--- src/rtl/lc3b_types.sv ---
// Shared LC-3b datapath types and system-level defaults.
// Writeback-history sizing lives here so the datapath and its users agree on it.
package lc3b_types;

  localparam int WB_HIST_DEPTH = 4;
  localparam int WB_HIST_RD    = 2;
  localparam int WB_SEL_W      = 3;
  localparam int WB_WIDTH      = 16;

  // Width of an age / occupancy field able to hold 0..depth inclusive.
  function automatic int wb_age_w(input int depth);
    return $clog2(depth + 1);
  endfunction

endpackage

--- src/rtl/wb_match_prio.sv ---
// Youngest-first priority match over N (valid, sel, data) candidates; candidate 0 is youngest.
// Purely combinational, zero latency; no flow control.
module wb_match_prio #(
  parameter int N     = 5,
  parameter int SEL_W = 3,
  parameter int WIDTH = 16,
  parameter int AGE_W = 3
) (
  input  logic [N-1:0]       cand_valid_i,
  input  logic [N*SEL_W-1:0] cand_sel_i,
  input  logic [N*WIDTH-1:0] cand_data_i,
  input  logic [SEL_W-1:0]   rd_sel_i,
  output logic               hit_o,
  output logic [WIDTH-1:0]   hit_data_o,
  output logic [AGE_W-1:0]   hit_age_o
);

  // Scan oldest to youngest so the youngest match is the last one written.
  always_comb begin
    hit_o      = 1'b0;
    hit_data_o = '0;
    hit_age_o  = '0;
    for (int i = N - 1; i >= 0; i--) begin
      if (cand_valid_i[i] && (cand_sel_i[i*SEL_W +: SEL_W] == rd_sel_i)) begin
        hit_o      = 1'b1;
        hit_data_o = cand_data_i[i*WIDTH +: WIDTH];
        hit_age_o  = AGE_W'(i);
      end
    end
  end

endmodule

--- src/rtl/wb_history.sv ---
// Age-ordered history of the last DEPTH writebacks with NUM_RD youngest-match forwarding lookups.
// Entry 0 updates one cycle after a load edge (same-cycle bypass optional); load=0 stalls, no handshake.
module wb_history
  import lc3b_types::*;
#(
  parameter int WIDTH  = WB_WIDTH,
  parameter int SEL_W  = WB_SEL_W,
  parameter int DEPTH  = WB_HIST_DEPTH,
  parameter int NUM_RD = WB_HIST_RD,
  parameter int BYPASS = 1
) (
  input  logic                               clk,
  input  logic                               rst_n,
  input  logic                               load,
  input  logic                               clear,
  input  logic                               wr_valid,
  input  logic [SEL_W-1:0]                   wr_sel,
  input  logic [WIDTH-1:0]                   wr_data,
  input  logic [NUM_RD*SEL_W-1:0]            rd_sel,
  output logic [NUM_RD-1:0]                  hit,
  output logic [NUM_RD*WIDTH-1:0]            hit_data,
  output logic [NUM_RD*$clog2(DEPTH+1)-1:0]  hit_age,
  output logic [DEPTH-1:0]                   ent_valid,
  output logic [DEPTH*SEL_W-1:0]             ent_sel,
  output logic [DEPTH*WIDTH-1:0]             ent_data,
  output logic [$clog2(DEPTH+1)-1:0]         count
);

  localparam int AGE_W = wb_age_w(DEPTH);

  logic [DEPTH-1:0]       valid_q, valid_d;
  logic [DEPTH*SEL_W-1:0] sel_q,   sel_d;
  logic [DEPTH*WIDTH-1:0] data_q,  data_d;
  logic [AGE_W-1:0]       count_q, count_d;

  always_comb begin
    valid_d = valid_q;
    sel_d   = sel_q;
    data_d  = data_q;
    count_d = count_q;
    if (clear) begin
      // Flush drops validity only; sel/data are left as-is.
      valid_d = '0;
      count_d = '0;
    end else if (load) begin
      for (int i = DEPTH - 1; i > 0; i--) begin
        valid_d[i]               = valid_q[i-1];
        sel_d[i*SEL_W +: SEL_W]  = sel_q[(i-1)*SEL_W +: SEL_W];
        data_d[i*WIDTH +: WIDTH] = data_q[(i-1)*WIDTH +: WIDTH];
      end
      valid_d[0]         = wr_valid;
      sel_d[0 +: SEL_W]  = wr_sel;
      data_d[0 +: WIDTH] = wr_data;
      if (wr_valid && !valid_q[DEPTH-1]) begin
        count_d = (count_q == AGE_W'(DEPTH)) ? count_q : count_q + AGE_W'(1);
      end else if (!wr_valid && valid_q[DEPTH-1]) begin
        count_d = (count_q == '0) ? count_q : count_q - AGE_W'(1);
      end
    end
  end

  always_ff @(posedge clk or negedge rst_n) begin
    if (!rst_n) begin
      valid_q <= '0;
      sel_q   <= '0;
      data_q  <= '0;
      count_q <= '0;
    end else begin
      valid_q <= valid_d;
      sel_q   <= sel_d;
      data_q  <= data_d;
      count_q <= count_d;
    end
  end

  assign ent_valid = valid_q;
  assign ent_sel   = sel_q;
  assign ent_data  = data_q;
  assign count     = count_q;

  // Candidate 0 is the in-flight write; candidate i+1 is entry i.
  logic                       byp_vld;
  logic [DEPTH:0]             cand_valid;
  logic [(DEPTH+1)*SEL_W-1:0] cand_sel;
  logic [(DEPTH+1)*WIDTH-1:0] cand_data;

  assign byp_vld    = (BYPASS != 0) && load && !clear && wr_valid;
  assign cand_valid = {valid_q, byp_vld};
  assign cand_sel   = {sel_q, wr_sel};
  assign cand_data  = {data_q, wr_data};

  for (genvar k = 0; k < NUM_RD; k++) begin : g_rd
    wb_match_prio #(
      .N     (DEPTH + 1),
      .SEL_W (SEL_W),
      .WIDTH (WIDTH),
      .AGE_W (AGE_W)
    ) u_match (
      .cand_valid_i (cand_valid),
      .cand_sel_i   (cand_sel),
      .cand_data_i  (cand_data),
      .rd_sel_i     (rd_sel[k*SEL_W +: SEL_W]),
      .hit_o        (hit[k]),
      .hit_data_o   (hit_data[k*WIDTH +: WIDTH]),
      .hit_age_o    (hit_age[k*AGE_W +: AGE_W])
    );
  end

endmodule

--- config.mk ---
export PLATFORM = sky130hd
export DESIGN_NAME = wb_history
export DESIGN_NICKNAME = d
export VERILOG_FILES = /design/src/rtl/lc3b_types.sv /design/src/rtl/wb_match_prio.sv /design/src/rtl/wb_history.sv
export SDC_FILE = /design/constraint.sdc
export NUM_CORES = 1
export LEC_CHECK = 0
export BUFFER_PORTS_ARGS = -buffer_cell sky130_fd_sc_hd__buf_4
export CORE_MARGIN = 5
export CORE_UTILIZATION = 55
export CTS_CLUSTER_SIZE = 8
export DETAILED_ROUTE_END_ITERATION = 7
export GPL_ROUTABILITY_DRIVEN = 1
export PLACE_DENSITY = 0.95
export SETUP_SLACK_MARGIN = 0.05
export SLEW_MARGIN = 20
export SYNTH_ARGS = -nofsm -noshare
export SYNTH_HDL_FRONTEND = slang
export SYNTH_SLANG_ARGS = --single-unit
--- constraint.sdc ---
create_clock -name clk -period 3.8 [get_ports clk]
set_clock_uncertainty 0.05 [all_clocks]
set_input_delay 0.38 -clock clk [delete_from_list [all_inputs] [get_ports clk]]
set_output_delay 0.38 -clock clk [all_outputs]
set_load 0.01 [all_outputs]
==> results_dict.tcl <==
set metrics [dict create \
    grt_max_degree 84 \
    max_freq_ghz 0.311 \
    hpwlAfterDp_um 9670 \
    synth-seq-area-share 0.437 \
    clk_latency_ns 0.35 \
    numCtsBuffers 9 \
    critPathBufInv 2 \
    core_um2 8300 \
    powerDensity_nw_per_um2 514 \
    h-tree-depth 3 \
    r2r_setup_slack_ns 1.95 \
    synth_warnings 0 \
    grt_overflow 0 \
    crit_top_cell "buf_4" \
    grt_pass1_vias 4188 \
    ant_nets 0 \
    grt_first_pass_wirelength_um 21600 \
    setup_viol 0 \
    fin_crit_sh 0.847 \
    rsz0062_at_grt "no" \
    critical-path-max-stage-delay_ns 0.86 \
    ctsHoldBuffers 0 \
    cap_violations 0 \
    routed_wl_um 13900 \
    cts.path.max_buffers 2 \
    drive_gt1_frac 0.496 \
    drtIter0Drc 236 \
    num_vias 4059 \
    synth_seq_cells 83 \
    io_pins 153 \
    row_count 33 \
    path_delay_family "compound AO/OA/AOI/OAI gates" \
    dieWidth_um 103 \
    fin_util 0.725 \
    use_met2 0.438 \
    crit_required_ns 3.37 \
    hp-class "input port to async pin" \
    grt_usage 0.263 \
    met1_usage 0.329 \
    port_buffers 152 \
    place_congestion 0.868 \
    synth_edf_count 0 \
    grt_use_met3 0.0677 \
    cts-root-buf "clkbuf_8" \
    async_flop_share 1.00 \
    min_period_ns 3.22 \
    avgViaCountPerCell 6.20 \
    area_growth_pct 26.8 \
    antenna_found_initial 0 \
    slew_headroom 0.345 \
    yosys_most_used_dff "dfrtp_1" \
    tritoncts "built" \
    clk_pin_slew_ns 0.09 \
    tightestPinTransition_ns 0.982 \
    initial_core_util 0.572 \
    synth_area_um2 4750 \
    synth_cell_types 30 \
    nets 576 \
    finalHoldViolations 0 \
    synth_cells 412 \
    drtPass1Iterations 4 \
    r2r_cells 5 \
    cp_slowest_cell "a311oi_4" \
    regToRegEndpoint "count[2]$_DFFE_PN0P_" \
    p_leak_nw 2.66 \
    worst-endpoint-arrival_ns 2.79 \
    dieHeight_um 103 \
    dieArea_um2 10600 \
    syn_area_per_cell_um2 11.5 \
    crit_chain "xnor2_1, and4_1, buf_4, a311oi_4, a221oi_1, o22ai_1, buf_4" \
    top_usage_layer "met2" \
    criticalPathCategory "register to primary output" \
    syn_nets 443 \
    cts_setup_buffers 0 \
    wire_per_inst_um 21.2 \
    status "completed" \
    drv_slew 0 \
    drcViolationCount 0 \
    start_kind "register" \
    tns_ns 0 \
    cp_max_fo 18 \
    critPathCaptureType "primary output" \
    r2r-start "ent_valid[3]$_DFFE_PN0N_" \
    antenna_cells 0 \
    ir_drop_v 0.000243 \
    ctsResizeCount 0 \
    clock-sinks 83 \
]
routing by layer:
metal  share of wire  vias up
li1                -     1812
met1            0.39     2017
met2            0.50      208
met3            0.10       22
met4           0.014        0
met5               0        -
how the worst max path moves through the flow:
stage                                       from           end  depth (start not counted)
final                     ent_sel[4]$_DFFE_PN0P_  hit_data[31]                          7
after global routing      ent_sel[5]$_DFFE_PN0P_  hit_data[31]                          7
after detailed placement                   clear   hit_data[0]                          7
after floorplan                        rd_sel[0]  hit_data[10]                          8
after global placement                     clear   hit_data[0]                          7
after CTS                 ent_sel[4]$_DFFE_PN0P_  hit_data[31]                          7
stage by stage:
stage	setup slack (ns)	cells	total power [mW]	hold slack, ns	instance area, µm²
floorplan	1.59	412	1.92	0.0344	4750
global placement	0.851	639	2.45	0.494	5830
detailed placement	0.821	639	2.52	0.500	5830
CTS	0.584	655	3.11	0.189	6020
global route	0.426	655	3.26	0.0702	6020
finish	0.582	655	3.10	0.00798	6020
synth_stat cells, drive strengths merged (6+ instances only):
| cell | number | area, µm² |
|---|---|---|
| a221oi | 32 | 393 |
| nor2 | 12 | 45.0 |
| xnor2 | 27 | 236 |
| nand2 | 33 | 124 |
| dfrtp | 83 | 2080 |
| mux2 | 76 | 856 |
| nand4 | 8 | 50.1 |
| o22ai | 32 | 200 |
| a21oi | 33 | 165 |
| clkbuf | 7 | 26.3 |
| xor2 | 6 | 52.6 |
| buf | 29 | 230 |
layout make-up:
cell class	count	area (µm²)
clock inverter	5	35.0
timing repair buffer	158	1200
tap	105	131
fill	621	2280
inverter	5	18.8
multi-input combinational	288	2400
sequential	83	2080
clock buffer	11	151
logic make-up after synthesis:
group | after synthesis | synth area share
mux | 80 | 0.189
simple gates | 65 | 0.0651
buf+inv | 41 | 0.0580
flops | 83 | 0.437
fa+ha+maj | 1 | 0.00422
xor+xnor | 33 | 0.0609
compound gates | 109 | 0.186
placed cells by master, fill, tap and decap left out, drive strengths merged, types with 2 or more instances in the layout:
master and instances:
o21ai 3, and4b 2, a311oi 2, dfrtp 83, nand4 8, xor2 6
nor2b 4, and4 2, a221oi 32, inv 6, nand2b 2, a31oi 2
xnor2 27, buf 158, clkinv 3, nand2 33, o22ai 32, clkbuf 11
a21oi 33, nor2 12, mux2i 4, mux2 76, o21a 2, a21bo 2
flip-flops by register name, summed over array words and instances, names as in the netlist:
name / count
count: 3
ent_data: 64
ent_sel: 12
ent_valid: 4
power by group:
| group | leakage, nW | switching (mW) | total, mW | internal [mW] |
|---|---|---|---|---|
| logic | 1.57 | 0.444 | 1.05 | 0.602 |
| registers | 0.997 | 0.341 | 1.46 | 1.12 |
| clock network | 0.0957 | 0.318 | 0.593 | 0.275 |
| total | 2.66 | 1.10 | 3.10 | 1.99 |
Power figures use the tool's default switching activity.
